===== config.mk =====
export PLATFORM = sky130hd
export DESIGN_NAME = adder_bist
export DESIGN_NICKNAME = d
export VERILOG_FILES = /design/src/rtl/adder_bist.sv
export SDC_FILE = /design/constraint.sdc
export NUM_CORES = 1
export LEC_CHECK = 0
export ABC_CLOCK_PERIOD_IN_PS = 2200
export BUFFER_PORTS_ARGS = -buffer_cell sky130_fd_sc_hd__clkbuf_2
export CAP_MARGIN = 20
export CORE_MARGIN = 4
export CORE_UTILIZATION = 35
export DETAILED_ROUTE_END_ITERATION = 10
export PLACE_DENSITY = 0.57
export SETUP_SLACK_MARGIN = 0.3
export SYNTH_ARGS = -nofsm -noshare
export SYNTH_HDL_FRONTEND = slang
export SYNTH_SLANG_ARGS = --single-unit

===== constraint.sdc =====
create_clock -name Clk -period 2.2 [get_ports Clk]
set_clock_uncertainty 0.15 [all_clocks]
set_input_delay 0.22 -clock Clk [delete_from_list [all_inputs] [get_ports Clk]]
set_output_delay 0.22 -clock Clk [all_outputs]
set_load 0.02 [all_outputs]

===== src/rtl/adder_bist.sv =====
// Exhaustive built-in self test for a WIDTH-bit adder.
// Sweeps every operand pair, counts mismatches, keeps the first failure.
module adder_bist #(
  parameter int WIDTH  = 1,
  parameter int SETTLE = 1
) (
  input  logic             Clk,
  input  logic             Rst,
  input  logic             Start,
  output logic [WIDTH-1:0] A,
  output logic [WIDTH-1:0] B,
  input  logic             Cout,
  input  logic [WIDTH-1:0] S,
  output logic             Busy,
  output logic             Done,
  output logic             Pass,
  output logic [7:0]       ErrCount,
  output logic [WIDTH-1:0] FailA,
  output logic [WIDTH-1:0] FailB
);

  localparam int IW = 2 * WIDTH;

  typedef enum logic [2:0] {
    ST_IDLE,
    ST_DRIVE,
    ST_WAIT,
    ST_CHECK,
    ST_DONE
  } state_t;

  state_t          state;
  state_t          state_nxt;
  logic [IW-1:0]   idx;
  logic [3:0]      cnt;
  logic [WIDTH:0]  sum;
  logic            mismatch;
  logic            last;

  assign sum      = {1'b0, A} + {1'b0, B};
  assign mismatch = ({Cout, S} != sum);
  assign last     = &idx;

  always_ff @(posedge Clk) begin
    if (Rst) state <= ST_IDLE;
    else     state <= state_nxt;
  end

  always_comb begin
    state_nxt = state;
    unique case (state)
      ST_IDLE,
      ST_DONE:  if (Start) state_nxt = ST_DRIVE;
      ST_DRIVE: state_nxt = ST_WAIT;
      ST_WAIT:  if (cnt == 4'd1) state_nxt = ST_CHECK;
      ST_CHECK: state_nxt = last ? ST_DONE : ST_DRIVE;
      default:  state_nxt = ST_IDLE;
    endcase
  end

  always_comb begin
    Busy = 1'b0;
    Done = 1'b0;
    unique case (state)
      ST_DRIVE,
      ST_WAIT,
      ST_CHECK: Busy = 1'b1;
      ST_DONE:  Done = 1'b1;
      default:  ;
    endcase
  end

  always_ff @(posedge Clk) begin
    if (Rst) begin
      A        <= '0;
      B        <= '0;
      idx      <= '0;
      cnt      <= '0;
      ErrCount <= '0;
      FailA    <= '0;
      FailB    <= '0;
      Pass     <= 1'b0;
    end else begin
      unique case (state)
        ST_IDLE,
        ST_DONE: begin
          if (Start) begin
            idx      <= '0;
            ErrCount <= '0;
            FailA    <= '0;
            FailB    <= '0;
            Pass     <= 1'b0;
          end
        end
        ST_DRIVE: begin
          A   <= idx[IW-1:WIDTH];
          B   <= idx[WIDTH-1:0];
          cnt <= 4'(SETTLE);
        end
        ST_WAIT: cnt <= cnt - 4'd1;
        ST_CHECK: begin
          if (mismatch) begin
            if (ErrCount != 8'hff)
              ErrCount <= ErrCount + 8'd1;
            // Count never wraps, so zero means no earlier failure.
            if (ErrCount == 8'd0) begin
              FailA <= A;
              FailB <= B;
            end
          end
          if (last)
            Pass <= (ErrCount == 8'd0) && !mismatch;
          else
            idx <= idx + 1'b1;
        end
        default: ;
      endcase
    end
  end

endmodule


## Word-level counts from Yosys, hierarchy flattened

Cells that the tools add are included.

- Add/sub/neg operators: 4
- Equality and inequality tests: 14
- Muxes and demuxes: 23
- Reductions and logical operators: 14

Operators with widths:

| operator | count |
|---|---|
| two-way mux 8 bit | 3 |
| one-hot mux 8 bit (2 select lines) | 1 |
| != test 2 bit, second input constant | 7 |
| one-hot mux 3 bit (4 select lines) | 1 |
| two-way mux 3 bit | 3 |
| adder 8 x 1 -> 8 bit, second input constant | 1 |
| logical NOT 8 bit | 1 |
| two-way mux 1 bit | 8 |
| != test 8 bit, second input constant | 1 |
| one-hot mux 4 bit (2 select lines) | 1 |
| AND reduction 4 bit | 2 |
| == test 3 x 2 -> 1 bit, second input constant | 2 |
| one-hot mux 1 bit (2 select lines) | 3 |
| AND reduction 3 bit | 2 |
| == test 4 x 1 -> 1 bit, second input constant | 1 |
| two-way mux 2 bit | 2 |
| one-hot mux 2 bit (2 select lines) | 1 |
| AND reduction 2 bit | 2 |
| nonzero test 2 bit | 2 |
| subtractor 4 x 1 -> 4 bit, second input constant | 1 |
| == test 3 x 1 -> 1 bit, second input constant | 1 |
| == test 3 bit, second input constant | 1 |
| logical NOT 3 bit | 1 |
| OR reduction 3 bit | 1 |
| 6 further kinds | 6 |

- Register bits: 22
- Bits of input ports: 5
- Output and inout port bits: 15
- Word-level logic and storage cells: 64

## Depth between registers and ports, before layout

Gate-level depths: netlist (run 1).

- Depth in word-level cells: 6
- Depth in mapped cells: 6
- Depth with buffers taken out: 6

## Least setup slack after synthesis (run 1)

OpenSTA, ideal clock, no wires.

- Kind: register -> register
- Start point: register B
- End point: register ErrCount[2]
- Data arrival time: 1.771 ns
- Slack: 0.163 ns
- Cell stages (with the launch flop): 7
- Buffers on the path: 1
- Cells stage by stage: dfxtp_1 ha_1 xor2_1 o21ai_1 clkbuf_1 o311a_2 a31o_2

- Longest elaborated chain between the ends: 4

Ends and longest elaborated chain:

| element | RTL line | text |
|---|---|---|
| start, declared | 11 | `output logic [WIDTH-1:0] B,` |
| start signal, assigned | 97 | `B <= idx[WIDTH-1:0];` |
| adder 1 x 1 -> 2 bit | 40 | `assign sum = {1'b0, A} + {1'b0, B};` |
| != test 2 bit | 41 | `assign mismatch = ({Cout, S} != sum);` |
| != test 2 bit (no source line) | n/a |  |
| AND reduction 4 bit (no source line) | n/a |  |
| end signal, assigned | 104 | `ErrCount <= ErrCount + 8'd1;` |
| end, declared | 17 | `output logic [7:0] ErrCount,` |

Every way passes these cells.
A chain may end at the register's enable or synchronous reset.

## Worst setup path in the final report (run 1)

- Start point: register ErrCount[0]
- End point: register FailA

- Longest elaborated chain between the ends: 3

Ends and longest elaborated chain:

| element | RTL line | text |
|---|---|---|
| logical NOT 8 bit | 106 | `if (ErrCount == 8'd0) begin` |
| != test 2 bit (no source line) | n/a |  |
| AND reduction 4 bit (no source line) | n/a |  |
| end signal, assigned | 80 | `FailA <= '0;` |
| end signal, assigned | 90 | `FailA <= '0;` |
| end signal, assigned | 107 | `FailA <= A;` |
| end, declared | 18 | `output logic [WIDTH-1:0] FailA,` |

Every way passes these cells.

==> flow_summary_export.csv, run 1 <==
group,metric,value,unit
timing,layout_min_cycle_time,1.890,ns
worst_hold_path,min_to,"state[2]$_SDFFE_PP0P_",
pwr,ir_drop,0.2839,mV
placement,portBuffers,19,
clocking,numClockSinks,22,
synth,ys_async_sr_fraction,0,%
clocking,root_buffer,"clkbuf_4",
drt,drt_iter0_drc,127,
pwr,switchingPower,0.2403,mW
final_layout,register_area,450.4,um2
synth,yosys_warnings,0,
worst_setup_path,r2r_start,"ErrCount[0]$_SDFFE_PP0P_",
placement,detailed_place_hpwl,2052,um
drt,wl_per_cell,14.20,um
status,status,"finished, final reports clean",
floorplan,die_w,67.64,um
clocking,cts.path.max_buffers,2,
final_layout,final_cells,219,
pwr,seq_power_share,51.5,%
timing,hold_viol,0,
final_layout,synthToLayoutAreaGrowth,26.43,%
worst_setup_path,arrival,1.95,ns
floorplan,row_count,21,
floorplan,core,3390,um2
final_layout,nets,185,
placement,dp_slack,0.06106,ns
drt,viasPerCell,5.470,
worst_setup_path,cp-end-kind,"flip-flop",
drt,num_vias,1198,
worst_setup_path,critPathSlowestCell,"or4b_4",
floorplan,initial_utilization,36.73,%
synth,syn_inst,146,
worst_setup_path,r2r_end,"FailA$_SDFFE_PP0P_",
synth,syn-cell-area,1245,um2
worst_setup_path,worst-path-buf-inv,1,
drt,first_pass_iters,4,
final_layout,fill_cells,322,
flow_run,drv_cap,0,
clocking,clk_pin_slew_worst_paths,0.13,ns
pwr,power,0.8240,mW
synth,synth_cell_types,47,
timing,finalSetupViolCount,0,
synth,synthFlopType,"dfxtp_1",
final_layout,mostFrequentLayoutCells,"19 x clkbuf_2, 18 x dfxtp_1, 15 x nor2_1, 11 x buf_4, 9 x a21oi_1",
synth,synth-edff-count,0,
pwr,p_int,0.5837,mW
global_route,grt_remaining_overflow,0,
final_layout,utilization,46.44,%
placement,place_inst,207,
clocking,cts_buffers,3,
floorplan,die_area,4575,um2
clocking,clock_latency,0.31,ns
pwr,power-per-cell-area,523.5,nW/um2
clocking,ctsHtreeMaxLevel,1,
timing,rsz0062_at_grt,"true",
pwr,p_leak,0.6432,nW
synth,syn_avg_cell_area,8.527,um2
worst_setup_path,cp_max_fo,4,
placement,post_dp_cell_area,1403,um2
timing,max_freq,529.0,MHz
worst_setup_path,rrSetupSlack,0.31,ns
synth,seq_area_frac_synth,35.38,%
worst_hold_path,hold_path_startpoint,"Start",
timing,slew_violations,0,
timing,worst_pin_slew,0.5541,ns
global_route,grt_antenna_before_repair,0,
timing,setup_tns,0,ns
final_layout,drive_above_1_share,32.95,%
pwr,power.share.switching,29.16,%
worst_setup_path,critPathTopFamily,"simple AND/OR/NAND/NOR gates",
drt,route.detailed.drc,0,
worst_setup_path,start_kind,"flip-flop",
global_route,grt_max_degree,29,
timing,finalWorstSetupSlack,0.3096,ns
floorplan,top_level_ports,20,
placement,routabilityCongestion,0.8143,
worst_hold_path,hold_depth,3,
worst_setup_path,crit_chain,"inv_2, ha_1, or4b_4, or4_4, mux2i_1",
worst_setup_path,worstSetupPathType,"flip-flop to flip-flop",
worst_setup_path,crit_required,2.26,ns
clocking,cts_tree,"built",
timing,min_period_over_period,85.93,%
pwr,p_clk_share,27.6,%
final_layout,n_antenna_cell,0,
clocking,post_cts_hold_buffer_count,0,
worst_setup_path,cpPeakStageDelay,0.46,ns
synth,ys_ff_latch,22,
timing,relSlewSlack,63.06,%
worst_hold_path,hold_path_class,"primary input to flip-flop",
final_layout,design_area,1574,um2
drt,finalWirelength,3110,um
final_layout,multi_input_area,833.3,um2
synth,syn_nets,157,
global_route,grt_pass1_vias,1163,
global_route,grt_first_pass_wirelength,5423,um
pwr,combinationalPowerShare,20.9,%
final_layout,final_common_cell,"clkbuf_2",
worst_setup_path,reg2reg_depth,5,
timing,hold_slack,0.04003,ns
global_route,grt_use_total,15.32,%
floorplan,dieHeight,67.64,um
drt,ant_nets,0,
flip-flops by register name, indices dropped and copies added, names as in the netlist:
register and count:
state 3, Pass 1, A 1, B 1, FailB 1, idx 2, ErrCount 8, FailA 1
cnt 4
power by group through the flow:
stage               logic, mW  clock network [mW]  registers [mW]
floorplan               0.112                   0           0.436
global placement        0.153                   0           0.435
detailed placement      0.156                   0           0.436
CTS                     0.167               0.239           0.425
global route            0.195               0.259           0.429
finish                  0.172               0.228           0.424
logic make-up after synthesis:
group | share of synthesized area (%)
AND/OR/NAND/NOR | 31.26
AO/OA/AOI/OAI | 15.58
flip-flops | 35.38
buffers and inverters | 3.920
multiplexers | 5.025
adder cells (fa/ha/maj) | 6.030
XOR/XNOR | 2.815
routing by layer:
layer	track usage, %	routed length (um)	share of wire [%]	vias up
met5	0	0	0	-
met1	19.66	1389	45	576
li1	-	-	-	586
met2	25.64	1554	50	31
met4	4.051	36	1.2	0
met3	3.494	130	4.2	5
how the worst max path moves through the flow:
| stage | startpoint | endpoint | slack [ns] | depth (start not counted) |
|---|---|---|---|---|
| final | ErrCount[0]$_SDFFE_PP0P_ | FailA$_SDFFE_PP0P_ | 0.31 | 5 |
| after global routing | A$_SDFFE_PP0P_ | ErrCount[1]$_SDFFE_PP0P_ | 0.24 | 6 |
| after CTS | A$_SDFFE_PP0P_ | FailA$_SDFFE_PP0P_ | 0.30 | 5 |
| after detailed placement | A$_SDFFE_PP0P_ | ErrCount[5]$_SDFFE_PP0P_ | 0.06 | 5 |
| after global placement | A$_SDFFE_PP0P_ | ErrCount[1]$_SDFFE_PP0P_ | 0.18 | 5 |
| after floorplan | A$_SDFFE_PP0P_ | ErrCount[2]$_SDFFE_PP0P_ | 0.28 | 6 |
final cells by class:
class,count,area share [%]
inverters,5,1.192
flip-flops and latches,22,28.62
multi-input cells,112,52.94
well taps,46,3.657
repair buffers,30,11.29
clock buffers,4,2.305
worst register-to-register path, delay by kind of cell, from the launching register on:
kind	cells	cell delay (ns)
AND/OR/NAND/NOR	2	0.91
flip-flops	1	0.38
adder cells (fa/ha/maj)	1	0.14
buffers and inverters	1	0.06
multiplexers	1	0.14
synth_stat cells (all sizes together), types with 4 or more instances:
library cell	count	area, um2
a21oi	9	45.04
clkbuf	8	30.03
dfxtp	22	440.4
ha	6	75.07
inv	5	18.77
mux2i	4	40.04
nand2	8	30.03
nand3	4	20.02
nand3b	5	37.54
nor2	16	60.06
nor3b	5	37.54
o21ai	8	40.03
or4	4	33.78
repair_timing:
item / in CTS / in global routing
buffers inserted: 5 / 2
endpoints found under the setup margin: 10 / 8
cloned: 1 / 0
resized for setup: 8 / 7
hold endpoints to repair: 0 / 0
pin swaps: 6 / 1
Power figures use the tool's default switching activity.
==> inputs of run 2 (changes only) <==
Settings changed: CORE_UTILIZATION 35 to 40, PLACE_DENSITY 0.57 to 0.63.
==> flow_summary_export.csv, run 2 (synthesized netlist as in run 1, its figures left out) <==
group,metric,value,unit
drt,viasPerCell,5.880,
clocking,cts_buffers,3,
clocking,ctsHtreeMaxLevel,1,
timing,finalSetupViolCount,0,
final_layout,final_common_cell,"clkbuf_2",
timing,relSlewSlack,65.13,%
placement,dp_slack,0.06382,ns
drt,wl_per_cell,15.96,um
global_route,busiest_layer,"met2",
final_layout,n_antenna_cell,0,
global_route,grt_use_total,15.68,%
worst_setup_path,start_kind,"flip-flop",
floorplan,top_level_ports,20,
global_route,grt_antenna_before_repair,0,
final_layout,mostFrequentLayoutCells,"19 x clkbuf_2, 18 x dfxtp_1, 15 x nor2_1, 9 x a21oi_1",
timing,hold_viol,0,
worst_setup_path,arrival,1.97,ns
floorplan,dieHeight,63.79,um
placement,routabilityCongestion,0.8450,
placement,portBuffers,19,
pwr,p_leak,0.6154,nW
clocking,cts.path.max_buffers,2,
worst_setup_path,crit_required,2.25,ns
final_layout,reg.largest.list,"ErrCount x8, cnt x4, state x3",
clocking,cts_tree,"built",
timing,hold_slack,0.05364,ns
worst_setup_path,cp-end-kind,"flip-flop",
final_layout,fill_cells,280,
drt,route.detailed.drc,0,
pwr,ir_drop,0.2541,mV
timing,rsz0062_at_grt,"true",
final_layout,largest_register_ffs,8,
worst_setup_path,worstSetupPathType,"flip-flop to flip-flop",
drt,first_pass_iters,4,
timing,finalWorstSetupSlack,0.2848,ns
placement,detailed_place_hpwl,2114,um
final_layout,design_area,1513,um2
timing,setup_tns,0,ns
pwr,power-per-cell-area,513.3,nW/um2
global_route,grt_pass1_vias,1151,
status,status,"finished, final reports clean",
floorplan,die_area,4069,um2
timing,layout_min_cycle_time,1.915,ns
timing,slew_violations,0,
flow_run,drv_cap,0,
global_route,grt_remaining_overflow,0,
global_route,grt_max_degree,29,
drt,num_vias,1176,
final_layout,drive_above_1_share,29.59,%
global_route,use_met3,2.977,%
global_route,met1_usage,19.65,%
worst_hold_path,hold_path_class,"primary input to flip-flop",
clocking,clk_pin_slew_worst_paths,0.11,ns
final_layout,regMostFlops,"ErrCount",
final_layout,utilization,53.03,%
placement,place_inst,193,
timing,worst_pin_slew,0.5231,ns
final_layout,final_cells,200,
clocking,root_buffer,"clkbuf_4",
timing,min_period_over_period,87.05,%
floorplan,row_count,19,
clocking,numClockSinks,22,
drt,finalWirelength,3191,um
timing,max_freq,522.2,MHz
floorplan,die_w,63.79,um
pwr,power,0.7765,mW
global_route,met2_usage,26.71,%
placement,post_dp_cell_area,1391,um2
worst_setup_path,cp_max_fo,4,
final_layout,synthToLayoutAreaGrowth,21.51,%
floorplan,initial_utilization,43.64,%
drt,ant_nets,0,
clocking,clock_latency,0.30,ns
final_layout,nets,182,
floorplan,core,2853,um2
drt,drt_iter0_drc,87,
global_route,grt_first_pass_wirelength,5223,um
## run 2: changes by cell type in the layout (fill, tap and decap cells not counted)
cell,delta
buf_4,-3
inv_2,-2
o41ai_1,+1
clkbuf_8,-1
dfxtp_4,+1
and4_4,-1
o41ai_2,-1
inv_1,+2
dfxtp_2,-1
and4_2,+1
## run 2: what timing repair did
item,CTS,global route
buffers inserted,3,0
gates resized for setup,6,7
setup endpoints to repair,10,7
cloned,0,1
hold buffers,0,0
pin swaps,3,5
## run 2: area by class of cell
class                      instances  area (um2)  share of cell area (%)
multi-input combinational        112       824.5                   54.51
sequential                        22       452.9                   29.94
timing repair buffer              27       155.1                   10.26
tap                               31       38.79                   2.564
clock buffer                       3       22.52                   1.489
inverter                           5       18.77                   1.241
## run 2: worst paths after layout
path / startpoint / end / slack (ns) / depth (start not counted)
worst max-delay path: A$_SDFFE_PP0P_ / FailB$_SDFFE_PP0P_ / 0.28 / 5
worst min-delay path: Start / state[2]$_SDFFE_PP0P_ / 0.05 / 3
worst min register to register: Pass$_SDFFE_PP0P_ / Pass$_SDFFE_PP0P_ / 0.33 / 2
worst max register to register: A$_SDFFE_PP0P_ / FailB$_SDFFE_PP0P_ / 0.28 / 5
## run 2: worst max-delay path, cell delays in order, from the launching register on
cell,delay (ns)
dfxtp_4,0.38
ha_4,0.29
xor2_4,0.23
nor2_2,0.08
or4_4,0.55
mux2i_1,0.13
## run 2: report_power, final
group          switching (mW)  total (mW)  internal, mW
Clock                   0.119       0.183        0.0639
Combinational           0.102       0.170        0.0685
Sequential             0.0128       0.423         0.410
Total                   0.234       0.777         0.543
## run 2: routing by layer
metal	vias up	share of wire, %
li1	577	-
met1	559	44
met2	38	51
met3	2	4.9
met4	0	0.53
met5	-	0
==> inputs of run 3 (changes only) <==
Settings changed: ABC_AREA set to 1, ABC_CLOCK_PERIOD_IN_PS 2200 to 2300, PLACE_DENSITY 0.63 to 0.62.
Clock period 2.2 ns to 2.3 ns, I/O delays scaled along.
==> flow_summary_export.csv, run 3 <==
group,metric,value,unit
status,status,"finished, final reports clean",
worst_setup_path,reg2reg_depth,7,
synth,synthXorXnorAreaFrac,2.548,%
drt,drt_iter0_drc,98,
drt,finalWirelength,2934,um
clocking,postCtsSetupRepairBufs,0,
pwr,power-per-cell-area,880.3,nW/um2
clocking,post_cts_hold_buffer_count,0,
global_route,grt_use_total,14.84,%
placement,dp_slack,0.5751,ns
worst_setup_path,arrival,1.86,ns
worst_setup_path,r2r_end,"ErrCount[0]$_SDFFE_PP0P_",
pwr,p_clk_share,13.4,%
worst_hold_path,hold_path_class,"primary input to flip-flop",
synth,synthAdderAreaFrac,5.460,%
worst_hold_path,hold_depth,2,
worst_setup_path,start_kind,"flip-flop",
drt,viasPerCell,4.781,
timing,max_freq,567.9,MHz
synth,synth_top_area_cell,"dfxtp_1",
pwr,ir_drop,0.3652,mV
placement,portBuffers,19,
floorplan,core,3337,um2
timing,layout_min_cycle_time,1.761,ns
timing,hold_viol,0,
drt,wl_per_cell,11.07,um
final_layout,reg.largest.list,"ErrCount x8, cnt x4, state x3",
pwr,seq_power_share,39.6,%
worst_hold_path,min_to,"ErrCount[1]$_SDFFE_PP0P_",
worst_setup_path,worst_path_most_repeated_cell,"nand2_1",
synth,synth_cell_types,30,
global_route,grt_first_pass_wirelength,5023,um
flow_run,drv_cap,0,
pwr,p_leak,0.6495,nW
global_route,grt_pass1_vias,1133,
final_layout,drive_above_1_share,16.89,%
clocking,numClockSinks,22,
floorplan,dieHeight,66.63,um
global_route,grt_remaining_overflow,0,
clocking,cts_resized,0,
final_layout,nets,232,
timing,min_period_over_period,76.56,%
synth,ys_top_cells_by_area,"dfxtp_1 32%, nand2_1 13%, nor2_1 8.5%",
floorplan,initial_utilization,41.21,%
clocking,root_buffer,"clkbuf_4",
synth,syn_inst,201,
clocking,clock_latency,0.31,ns
synth,syn_avg_cell_area,6.841,um2
floorplan,die_w,66.63,um
pwr,switchingPower,0.5991,mW
synth,ys_async_sr_fraction,0,%
synth,ys_ff_latch,22,
placement,place_inst,262,
clocking,clk_pin_slew_worst_paths,0.12,ns
placement,routabilityCongestion,0.8242,
pwr,combinationalPowerShare,47.0,%
drt,ant_nets,0,
worst_setup_path,cp-end-kind,"flip-flop",
final_layout,design_area,1526,um2
floorplan,row_count,21,
synth,syn-cell-area,1375,um2
final_layout,regMostFlops,"ErrCount",
synth,syn_nets,212,
floorplan,top_level_ports,20,
final_layout,mostFrequentLayoutCells,"49 x nand2_1, 31 x nor2_1, 27 x inv_1, 22 x dfxtp_1, 19 x clkbuf_2",
final_layout,utilization,45.74,%
worst_setup_path,crit_required,2.40,ns
global_route,grt_max_degree,14,
clocking,cts_buffers,3,
drt,num_vias,1267,
worst_setup_path,cpPeakStageDelay,0.44,ns
global_route,grt_antenna_before_repair,0,
synth,synth-edff-count,0,
pwr,power,1.344,mW
timing,hold_slack,0.1107,ns
final_layout,n_antenna_cell,0,
synth,yosys_warnings,0,
worst_setup_path,cp_max_fo,9,
synth,synthFlopType,"dfxtp_1",
synth,muxShareOfSynthArea,0,%
final_layout,final_cells,265,
synth,yosys.area_share.simple,40.49,%
placement,detailed_place_hpwl,2187,um
worst_setup_path,worstSetupPathType,"flip-flop to flip-flop",
synth,yosysTopAreaCellShare,32.03,%
drt,route.detailed.drc,0,
pwr,power.share.switching,44.58,%
timing,relSlewSlack,75.61,%
timing,finalWorstSetupSlack,0.5391,ns
synth,synth_top_family_by_area,"simple AND/OR/NAND/NOR gates",
clocking,cts_tree,"built",
placement,post_dp_cell_area,1504,um2
pwr,p_int,0.7447,mW
synth,yosysMostFrequentCell,"nand2_1",
timing,finalSetupViolCount,0,
final_layout,largest_register_ffs,8,
worst_hold_path,hold_path_startpoint,"Rst",
synth,seq_area_frac_synth,32.03,%
clocking,ctsHtreeMaxLevel,1,
timing,slew_violations,0,
clocking,cts.path.max_buffers,2,
final_layout,final_common_cell,"nand2_1",
timing,rsz0062_at_grt,"false",
synth,synth_compound_area_share,9.008,%
final_layout,synthToLayoutAreaGrowth,11.01,%
synth,yosys-top-cells-count,"49 x nand2_1, 31 x nor2_1, 27 x inv_1, 22 x dfxtp_1, 12 x a21oi_1",
worst_setup_path,critPathSlowestCell,"dfxtp_1",
worst_setup_path,r2r_start,"ErrCount[1]$_SDFFE_PP0P_",
worst_setup_path,crit_chain,"ha_1, nand2_1, nor2_1, nand3_2, nand3_4, nand2_1, a21oi_1",
timing,setup_tns,0,ns
worst_setup_path,rrSetupSlack,0.54,ns
floorplan,die_area,4440,um2
timing,worst_pin_slew,0.3654,ns
drt,first_pass_iters,4,
==> run 3: cell types whose count changed in the layout (fill, tap and decap cells not counted), sizes merged, moves of 3 or more <==
| cell | change |
|---|---|
| nor2 | +18 |
| mux2i | -4 |
| nand3b | -5 |
| nand3 | +10 |
| nor3 | +3 |
| inv | +25 |
| or4 | -4 |
| buf | -8 |
| nand4 | +3 |
| nand2 | +45 |
| nor3b | -5 |
| a21oi | +3 |
| nand2b | -3 |
| nor2b | -3 |
==> run 3: layout make-up <==
type	instances	area, um2
Clock buffer	3	22.52
Fill cell	376	1810
Inverter	30	120.1
Multi-Input combinational cell	145	790.8
Sequential cell	22	440.4
Tap cell	46	57.56
Timing Repair Buffer	19	95.09
==> run 3: worst max path at each step <==
stage | from | to | slack, ns | cells past startpoint
global route | ErrCount[0]$_SDFFE_PP0P_ | ErrCount[0]$_SDFFE_PP0P_ | 0.35 | 7
CTS | ErrCount[0]$_SDFFE_PP0P_ | ErrCount[0]$_SDFFE_PP0P_ | 0.55 | 7
global placement | ErrCount[0]$_SDFFE_PP0P_ | ErrCount[6]$_SDFFE_PP0P_ | 0.62 | 8
floorplan | ErrCount[1]$_SDFFE_PP0P_ | ErrCount[6]$_SDFFE_PP0P_ | 0.60 | 8
finish | ErrCount[1]$_SDFFE_PP0P_ | ErrCount[0]$_SDFFE_PP0P_ | 0.54 | 7
detailed placement | ErrCount[0]$_SDFFE_PP0P_ | ErrCount[5]$_SDFFE_PP0P_ | 0.58 | 8
==> run 3: kinds of logic after synthesis <==
group | Yosys count
simple gates | 112
buf+inv | 34
compound gates | 23
flops | 22
fa+ha+maj | 6
xor+xnor | 4
==> run 3: worst max-delay path, delay by kind of cell, from the launching register on <==
family	cells	cell delay, ns
flip-flops	1	0.44
AND/OR/NAND/NOR	5	0.75
AO/OA/AOI/OAI	1	0.13
adder cells (fa/ha/maj)	1	0.24
==> run 3: power groups by stage <==
| stage | Sequential [mW] | Clock, mW | Combinational (mW) |
|---|---|---|---|
| floorplan | 0.576 | 0 | 0.462 |
| global route | 0.545 | 0.203 | 0.728 |
| global placement | 0.539 | 0 | 0.636 |
| detailed placement | 0.541 | 0 | 0.637 |
| CTS | 0.532 | 0.188 | 0.640 |
| finish | 0.532 | 0.180 | 0.632 |
==> run 3: routing by layer <==
metal  routed length (um)  track usage [%]  up-vias
li1                     -                -      673
met1                 1332            17.73      559
met2                 1390            25.12       27
met3                  140            3.204        8
met4                   71            6.853        0
met5                    0                0        -
